$ cat config.mk
export PLATFORM = sky130hd
export DESIGN_NAME = key_press_tracker
export DESIGN_NICKNAME = d
export VERILOG_FILES = /design/src/rtl/key_tracker_pkg.sv /design/src/rtl/key_press_tracker_x_to_key.sv /design/src/rtl/key_press_tracker.sv
export SDC_FILE = /design/constraint.sdc
export NUM_CORES = 1
export LEC_CHECK = 0
export BUFFER_PORTS_ARGS = -buffer_cell sky130_fd_sc_hd__buf_2
export CAP_MARGIN = 20
export CORE_ASPECT_RATIO = 0.5
export CORE_MARGIN = 1.5
export CORE_UTILIZATION = 50
export CTS_CLUSTER_SIZE = 24
export DETAILED_ROUTE_END_ITERATION = 10
export GPL_TIMING_DRIVEN = 0
export PLACE_DENSITY = 0.76
export SLEW_MARGIN = 40
export SYNTH_ARGS = -nofsm -noshare
export SYNTH_HDL_FRONTEND = slang
export SYNTH_SLANG_ARGS = --single-unit
export TNS_END_PERCENT = 30
$ cat constraint.sdc
create_clock -name clk_in -period 3.5 [get_ports clk_in]
set_input_delay 0 -clock clk_in [delete_from_list [all_inputs] [get_ports clk_in]]
set_output_delay 0 -clock clk_in [all_outputs]
set_load 0.03 [all_outputs]
$ cat src/rtl/key_tracker_pkg.sv
// ============================================================================
// key_tracker_pkg : shared FSM encodings and candidate type for the key tracker
// Rev 1.0
// ============================================================================
`default_nettype none

package key_tracker_pkg;

    localparam logic [2:0] ST_IDLE     = 3'd0;
    localparam logic [2:0] ST_MAP      = 3'd1;
    localparam logic [2:0] ST_DEBOUNCE = 3'd2;
    localparam logic [2:0] ST_EMIT_OFF = 3'd3;
    localparam logic [2:0] ST_EMIT_ON  = 3'd4;

    typedef logic [2:0] state_t;

    typedef struct packed {
        logic [6:0] key;
        logic       pressed;
    } cand_t;

    // Two released candidates are equal whatever their key field holds.
    function automatic logic cand_eq(input cand_t a, input cand_t b);
        return (a.pressed == b.pressed) && (!a.pressed || (a.key == b.key));
    endfunction

endpackage

`default_nettype wire

$ cat src/rtl/key_press_tracker_x_to_key.sv
// ============================================================================
// x_to_key : iterative x-to-key divider, one KEY_WIDTH subtraction per cycle
// Rev 1.0
// ============================================================================
`default_nettype none

module x_to_key #(
    parameter int KEY_X0    = 64,
    parameter int KEY_WIDTH = 40,
    parameter int NUM_KEYS  = 24
) (
    input  logic        clk_in,
    input  logic        rst_in,
    input  logic        start_in,
    input  logic [10:0] x_in,
    output logic        done_out,
    output logic [6:0]  key_out,
    output logic        oor_out
);

    localparam logic [10:0] c_X0 = 11'(KEY_X0);
    localparam logic [10:0] c_W  = 11'(KEY_WIDTH);
    localparam logic [7:0]  c_N  = 8'(NUM_KEYS);

    logic        r_busy;
    logic        r_done;
    logic        r_oor;
    logic [10:0] r_rem;
    logic [7:0]  r_cnt;

    always_ff @(posedge clk_in or posedge rst_in) begin
        if (rst_in) begin
            r_busy <= 1'b0;
            r_done <= 1'b0;
            r_oor  <= 1'b0;
            r_rem  <= '0;
            r_cnt  <= '0;
        end else begin
            r_done <= 1'b0;
            if (start_in) begin
                r_cnt <= '0;
                if (x_in < c_X0) begin
                    r_busy <= 1'b0;
                    r_done <= 1'b1;
                    r_oor  <= 1'b1;
                end else begin
                    r_rem  <= x_in - c_X0;
                    r_oor  <= 1'b0;
                    r_busy <= 1'b1;
                end
            end else if (r_busy) begin
                // Stop as soon as the count leaves the keyboard so runtime stays bounded.
                if (r_cnt >= c_N) begin
                    r_busy <= 1'b0;
                    r_done <= 1'b1;
                    r_oor  <= 1'b1;
                end else if (r_rem >= c_W) begin
                    r_rem <= r_rem - c_W;
                    r_cnt <= r_cnt + 8'd1;
                end else begin
                    r_busy <= 1'b0;
                    r_done <= 1'b1;
                end
            end
        end
    end

    assign done_out = r_done;
    assign oor_out  = r_oor;
    assign key_out  = r_cnt[6:0];

endmodule

`default_nettype wire

$ cat src/rtl/key_press_tracker.sv
// ============================================================================
// key_press_tracker : EMA-smoothed centroid to piano key, debounced press
//                     detection and note_on/note_off event generation
// Rev 1.0
// ============================================================================
`default_nettype none

module key_press_tracker
    import key_tracker_pkg::*;
#(
    parameter int KEY_X0          = 64,
    parameter int KEY_WIDTH       = 40,
    parameter int NUM_KEYS        = 24,
    parameter int PRESS_Y         = 600,
    parameter int ALPHA_SHIFT     = 2,
    parameter int DEBOUNCE_FRAMES = 3,
    parameter int MISS_FRAMES     = 4,
    parameter int BASE_NOTE       = 60
) (
    input  logic        clk_in,
    input  logic        rst_in,
    input  logic [10:0] x_in,
    input  logic [9:0]  y_in,
    input  logic        valid_in,
    input  logic        frame_in,
    input  logic        event_ready_in,
    output logic        event_valid_out,
    output logic [6:0]  event_note_out,
    output logic        event_on_out,
    output logic        pressed_out,
    output logic [6:0]  key_out,
    output logic        busy_out
);

    localparam logic [9:0] c_PRESS_Y = 10'(PRESS_Y);
    localparam logic [7:0] c_DEB     = 8'(DEBOUNCE_FRAMES);
    localparam logic [7:0] c_MISS    = 8'(MISS_FRAMES);
    localparam logic [6:0] c_BASE    = 7'(BASE_NOTE);

    state_t      r_state;
    logic [10:0] r_xf;
    logic        r_primed;
    logic [9:0]  r_y;
    logic        r_seen;
    logic [7:0]  r_miss_cnt;
    logic [7:0]  r_deb_cnt;
    logic        r_force;
    logic        r_start;
    cand_t       r_cand;
    cand_t       r_last;
    cand_t       r_committed;
    logic [6:0]  r_note;
    logic [6:0]  r_pend_note;
    logic        r_pend_on;

    logic signed [11:0] w_diff;
    logic signed [11:0] w_step;
    logic [10:0]        w_xf_ema;
    logic               w_accept;
    logic [7:0]         w_deb_next;
    logic               w_map_done;
    logic [6:0]         w_map_key;
    logic               w_map_oor;

    assign w_diff   = $signed({1'b0, x_in}) - $signed({1'b0, r_xf});
    assign w_step   = w_diff >>> ALPHA_SHIFT;
    assign w_xf_ema = 11'(r_xf + w_step);
    assign w_accept = valid_in && (r_state == ST_IDLE);

    always_comb begin
        w_deb_next = 8'd1;
        if (r_force) begin
            w_deb_next = c_DEB;
        end else if (cand_eq(r_cand, r_last)) begin
            w_deb_next = (r_deb_cnt >= c_DEB) ? r_deb_cnt : r_deb_cnt + 8'd1;
        end
    end

    x_to_key #(
        .KEY_X0    (KEY_X0),
        .KEY_WIDTH (KEY_WIDTH),
        .NUM_KEYS  (NUM_KEYS)
    ) u_x_to_key (
        .clk_in   (clk_in),
        .rst_in   (rst_in),
        .start_in (r_start),
        .x_in     (r_xf),
        .done_out (w_map_done),
        .key_out  (w_map_key),
        .oor_out  (w_map_oor)
    );

    always_ff @(posedge clk_in or posedge rst_in) begin
        if (rst_in) begin
            r_state     <= ST_IDLE;
            r_xf        <= '0;
            r_primed    <= 1'b0;
            r_y         <= '0;
            r_seen      <= 1'b0;
            r_miss_cnt  <= '0;
            r_deb_cnt   <= '0;
            r_force     <= 1'b0;
            r_start     <= 1'b0;
            r_cand      <= '0;
            r_last      <= '0;
            r_committed <= '0;
            r_note      <= '0;
            r_pend_note <= '0;
            r_pend_on   <= 1'b0;
        end else begin
            r_start <= 1'b0;

            // A centroid arriving with the frame strobe belongs to that frame.
            if (frame_in) begin
                if (!r_seen && !w_accept && (r_miss_cnt < c_MISS))
                    r_miss_cnt <= r_miss_cnt + 8'd1;
                r_seen <= 1'b0;
            end else if (w_accept) begin
                r_seen <= 1'b1;
            end

            case (r_state)
                ST_IDLE: begin
                    if (valid_in) begin
                        r_xf       <= r_primed ? w_xf_ema : x_in;
                        r_primed   <= 1'b1;
                        r_y        <= y_in;
                        r_miss_cnt <= '0;
                        r_start    <= 1'b1;
                        r_state    <= ST_MAP;
                    end else if (r_miss_cnt >= c_MISS) begin
                        r_cand     <= '{key: r_committed.key, pressed: 1'b0};
                        r_force    <= 1'b1;
                        r_primed   <= 1'b0;
                        r_miss_cnt <= '0;
                        r_state    <= ST_DEBOUNCE;
                    end
                end
                ST_MAP: begin
                    if (w_map_done) begin
                        r_cand  <= '{key: w_map_key,
                                     pressed: !w_map_oor && (r_y >= c_PRESS_Y)};
                        r_force <= 1'b0;
                        r_state <= ST_DEBOUNCE;
                    end
                end
                ST_DEBOUNCE: begin
                    r_last    <= r_cand;
                    r_deb_cnt <= w_deb_next;
                    r_state   <= ST_IDLE;
                    if ((w_deb_next >= c_DEB) && !cand_eq(r_cand, r_committed)) begin
                        r_committed <= r_cand;
                        r_pend_on   <= r_cand.pressed;
                        r_pend_note <= c_BASE + r_cand.key;
                        // Releasing the old key always precedes pressing a new one.
                        if (r_committed.pressed) begin
                            r_note  <= c_BASE + r_committed.key;
                            r_state <= ST_EMIT_OFF;
                        end else if (r_cand.pressed) begin
                            r_note  <= c_BASE + r_cand.key;
                            r_state <= ST_EMIT_ON;
                        end
                    end
                end
                ST_EMIT_OFF: begin
                    if (event_ready_in) begin
                        if (r_pend_on) begin
                            r_note  <= r_pend_note;
                            r_state <= ST_EMIT_ON;
                        end else begin
                            r_state <= ST_IDLE;
                        end
                    end
                end
                ST_EMIT_ON: begin
                    if (event_ready_in)
                        r_state <= ST_IDLE;
                end
                default: r_state <= ST_IDLE;
            endcase
        end
    end

    assign event_valid_out = (r_state == ST_EMIT_OFF) || (r_state == ST_EMIT_ON);
    assign event_on_out    = (r_state == ST_EMIT_ON);
    assign event_note_out  = r_note;
    assign pressed_out     = r_committed.pressed;
    assign key_out         = r_committed.key;
    assign busy_out        = (r_state != ST_IDLE);

endmodule

`default_nettype wire

* After elaboration in Yosys (flattened, before gate mapping)
Cells that the tools add are included.
Operators by class: multipliers 0, equality and inequality tests 19, add/sub/neg operators 9, bitwise gates (word level) 0, magnitude comparators 8, div/mod/pow operators 0, shift-type cells 0, muxes and demuxes 61, reduce and logical (&&, ||, !) cells 33
Operators by type and width (count):
- $mux W8 | 15
- $mux W11 | 6
- $mux W7 | 5
- $mux W3 | 9
- $add A8 B1 Y8 const B | 3
- $mux W1 | 22
- $ge A8 B2 Y1 const B | 2
- $pmux W8 S2 | 1
- $pmux W3 S5 | 1
- $add A6 B7 Y7 const A | 2
- $eq A7 B7 Y1 | 2
- $ne A2 B2 Y1 const B | 7
- $pmux W7 S2 | 1
- $reduce_bool A2 Y1 | 7
- $reduce_and A4 Y1 | 3
- $sub A11 B11 Y12 | 1
- $add A11 B11 Y11 | 1
- $ge A11 B6 Y1 const B | 1
- $lt A11 B7 Y1 const B | 1
- $sub A11 B6 Y11 const B | 1
- $sub A11 B7 Y11 const B | 1
- $ge A10 B10 Y1 const B | 1
- $ge A8 B3 Y1 const B | 1
- $ge A8 B5 Y1 const B | 1
- 17 further kinds | 35
Storage, ports and cells: bits in registers 104, memory bits (read-only) 0, memories kept 0, output and inout bits 18, bits in writable memories 0, bits in latches 0

* Longest topological paths before layout
word-level depth 10, gate-level depth with buffers 17

* Hierarchy
From an unflattened synthesis, not the netlist that was laid out.
Unflattened totals: cells, all modules 621, area total of the unflattened synthesis 5879.4 µm²
By module, submodules not included:
- key_press_tracker | cells each 483, seq. area each 1926.8 µm², area each 4578.1 µm², times used 1
- x_to_key | cells each 138, seq. area each 550.5 µm², area each 1301.2 µm², times used 1

* Least setup slack after synthesis
No wires, ideal clock.
kind register -> register, from register r_xf[2], to register r_xf[10], data arrival time 3249 ps, clock period less this slack 3380 ps, cell stages (with the launch flop) 17, buffers on the path 0, setup time 131 ps, slack 120 ps, cells stage by stage dfrtp_1 > inv_1 > ha_1 > a21o_1 > a31o_2 > and2_1 > o21a_1 > nor2_1 > xnor2_1 > ha_1 > o21ai_0 > o21ai_0 > a31oi_1 > a21oi_1 > xnor2_1 > and3_1 > or3_1
On the way: cells in the longest elaborated chain, start to end 3
RTL lines:
- from (decl) | RTL line key_press_tracker.sv:41 | logic [10:0] r_xf;
- from (signal assigned) | RTL line key_press_tracker.sv:125 | r_xf <= r_primed ? w_xf_ema : x_in;
- $sub A11 B11 Y12 | RTL line key_press_tracker.sv:65 | assign w_diff = $signed({1'b0, x_in}) - $signed({1'b0, r_xf});
- $add A11 B11 Y11 (*) | RTL line key_press_tracker.sv:67 | assign w_xf_ema = 11'(r_xf + w_step);
- $mux W11 (*) | RTL line key_press_tracker.sv:125
Mark *: on every way between the ends. The rest lies on a longest branch, timed or not. A chain may end at the register's enable or synchronous reset.

* Final worst setup path
Ends and elaborated chain as after synthesis.

==> summary.txt <==
Status
  • Outcome: finished, final reports clean

Power and ir drop
  • Flop pwr share: 25.8%
  • LEAKAGE: between 3 and 4 nW
  • Peak supply drop: just over 400 uV
  • Sw Pwr: approximately 2.8 mW
  • Switch share: a little over two fifths
  • PwrDens: ~1000 nW/um2
  • Combinational share of power: 58.5%
  • Int Power: about 3.9 mW
  • Clk pwr share: 15.8%

Global routing
  • GRT Total Usage: 21.9%
  • Initial antenna violation count: 0
  • First-pass GRT wire length: around 21 mm
  • Largest net degree at the start of global routing: roughly 80
  • Vias in the first global route: about 4,300
  • Overflow left after global routing: 0

Finish
  • Area Growth Syn to Fin: 19.8%
  • Nets: roughly 730
  • Fin cells: around 820
  • Fin util: between 60 and 70%
  • Ant diodes: 0
  • Layout cell share with drive strength beyond 1: 21.5%
  • Fill cells: between 900 and 1,000

Critical path
  • CP bufs+invs: 1
  • CP required: between 3 and 4 ns
  • Critical Path End Type: flip-flop
  • Critical path arrival: about 3.7 ns
  • Crit-path cells: inv_2 > ha_4 > a21o_1 > a31o_4 > a41oi_2 > nor2b_1 > o21a_1 > nor2_2 > xnor2_1 > ha_1 > o21ai_1 > nand2b_1 > a31oi_4 > a21oi_2 > xnor2_2 > and3_1 > or3_1
  • CP top delay family: compound AO/OA/AOI/OAI gates
  • FF-to-FF Start: r_xf[2]
  • CP max-delay cell: dfrtp_1
  • Setup crit start: r_xf[2]
  • Crit path kind: flip-flop to flip-flop
  • Startpoint types: flip-flop
  • CP max FO: 4
  • Largest stage delay, worst path: 0.40 ns

Synthesis
  • Post-synth top flop: dfrtp_1
  • Sequential area share after synthesis: 43.3%
  • Synth top area cells: dfrtp_1, ha_1, nand2_1
  • Most frequent cell after synthesis: dfrtp_1
  • Yosys cell types: 66
  • Post-synth top area cell: dfrtp_1
  • List of most frequent post-synthesis cells: dfrtp_1, nand2_1, o21ai_0
  • EDFF count, synth: 0
  • Area share of the largest cell type after synthesis: 43.3%
  • Syn nets: ~650
  • Synth Register Bits: slightly below 100
  • Mapped cell area: 5730 um2
  • Async set or reset register ratio after synthesis: 100%
  • Syn_area_per_cell: between 9 and 10 um2
  • YS warnings: 0
  • Post-synthesis cell count: between 500 and 600

Timing
  • Min Tclk post-route: between 3 and 4 ns
  • Layout Skew: approximately 0.0084 ns
  • Final Slew Violations: 0
  • Fin. Hold Viols: 0
  • Final period utilization: approximately 99%
  • Relative slew margins: approximately 46%
  • RSZ-0062 raised after global routing: yes
  • Final setup viols: 0
  • Hold_ws: approximately 0.018 ns
  • Highest clock rate: 288 MHz
  • Worst slew pin tran: 0.798 ns

Floorplanning
  • Die area: roughly 12,000 um2
  • Horiz. Die Dim: 154 um
  • Core Area: roughly 11,000 um2
  • Die Ht: roughly 80 um
  • Num ports: between 40 and 50
  • Starting Density: between 50% and 60%
  • Site row count: 27

Detailed routing
  • Vias/cell: 5.44
  • DR iter-0 viols: 229
  • First-pass DRT Iterations: 5
  • Routed len/inst: 15.7 um
  • Residual DRC: 0
  • Vias: roughly 4,500
  • Routed WL: around 13 mm
  • Post-DRT Antenna Nets: 0

Clock network
  • Root Driver: clkbuf_16
  • Clk pin slew, worst setup/hold paths: roughly 0.070 ns
  • TritonCTS clock tree: built
  • Clock Latency Late Sink: 0.34 ns
  • Max clock buf depth: 2
  • Clock buffer count from CTS: 9
  • Number of H-tree levels: 3
  • # clock sinks: 99

Place
  • IO buf count: 40
  • GPL Wtd Cong: 0.870
  • Dpl hpwl: 8.84 mm
  • Placed Cells: a little under 800

Worst hold path
  • Hold path startpoint: x_in[10]
  • Type of the worst min-delay path: input pin to flip-flop

Flow run
  • Max Cap Viol: 0
final timing paths:
path,endpoint,slack (ns),depth (start not counted)
max,r_xf[10],0.02,17
min,r_xf[10],0.02,4
max reg2reg,r_xf[10],0.02,17
min reg2reg,r_y[9],0.48,2
max in group asynchronous,r_xf[1],2.74,4
min in group asynchronous,r_deb_cnt[3],0.12,3
power by group through the flow:
stage	sequential (mW)	clock, mW	combinational [mW]
detailed placement	1.76	0	3.24
floorplan	1.73	0	2.58
finish	1.74	1.07	3.95
global placement	1.75	0	3.10
global route	1.79	1.13	4.33
CTS	1.74	1.09	3.55
stage by stage:
| stage | TNS [ns] | worst slack, ns | cell area [um2] | power [mW] |
|---|---|---|---|---|
| floorplan | 0 | 0.120 | 5730 | 4.30 |
| global placement | -24.13 | -0.246 | 6110 | 4.85 |
| detailed placement | -0.325 | -0.325 | 6150 | 5.00 |
| CTS | 0 | 0.00847 | 6720 | 6.38 |
| global route | -0.214 | -0.105 | 6860 | 7.25 |
| finish | 0 | 0.0222 | 6860 | 6.77 |
cell families (layout without fill, tap and decap cells):
family,count (synthesis),after routing,synth area share (%)
muxes,47,47,9.24
and+or+nand+nor,188,188,15.4
AOI/OAI and AO/OA,122,122,14.2
DFF,99,99,43.3
buffers and inverters,62,152,4.76
xor gates and xnor gates,39,39,5.97
adders and majority gates,32,32,7.12
flip-flops by register name, indices dropped and copies added (netlist names):
register,flops
r_xf,11
u_x_to_key.r_rem,11
r_cand,8
r_deb_cnt,8
r_last,8
r_miss_cnt,8
u_x_to_key.r_cnt,8
event_note_out,7
key_out,7
r_y,7
r_pend_note,5
r_state,3
r_force,1
r_pend_on,1
r_primed,1
r_seen,1
r_start,1
u_x_to_key.done_out,1
u_x_to_key.oor_out,1
u_x_to_key.r_busy,1
placed cells by master, fill, tap and decap left out, drive strengths merged, types with 3 or more instances in the layout:
cell type	instances
dfrtp	99
nand2	77
buf	72
o21ai	44
nor2	40
inv	33
ha	31
a21oi	27
mux2	26
clkbuf	24
xnor2	23
mux2i	21
xor2	16
dlygate4sd3	14
nor3	11
nand3	10
and2	10
o21a	7
nand2b	6
and3	6
nor2b	6
a21o	6
clkinv	6
nor3b	5
a211oi	5
nor4	4
nand4	3
nand3b	3
a31oi	3
a31o	3
a21boi	3
tightest hold or removal path, delay by kind of cell:
| kind | cells | cell delay, ns |
|---|---|---|
| simple gates | 2 | 0.16 |
| buf+inv | 1 | 0.10 |
| compound gates | 1 | 0.06 |
what timing repair did:
action                                  in CTS  in global routing
hold buffers                                14                  0
pin swaps                                    6                 18
endpoints found under the setup margin       1                  5
endpoints found under the hold margin      112                  0
setup buffers                                9                 10
resized for setup                            9                 15
area by class of cell:
cell class,instances,area (um2),area share [%]
Timing Repair Buffer,74,510,7.45
Clock inverter,7,103,1.50
Sequential cell,99,2480,36.1
Buffer,27,141,2.06
Tap cell,145,181,2.65
Clock buffer,9,225,3.28
Inverter,35,139,2.03
Multi-Input combinational cell,428,3080,44.9
layer usage:
layer  part of all wire, %  global-route usage [%]  vias up
met5                     0                       0        -
met4                   1.1                    5.00        0
met1                    47                    28.6     2205
met3                   2.8                    4.20       13
li1                      -                       -     2198
met2                    49                    38.2       67
(Power assumes the default switching activity.)
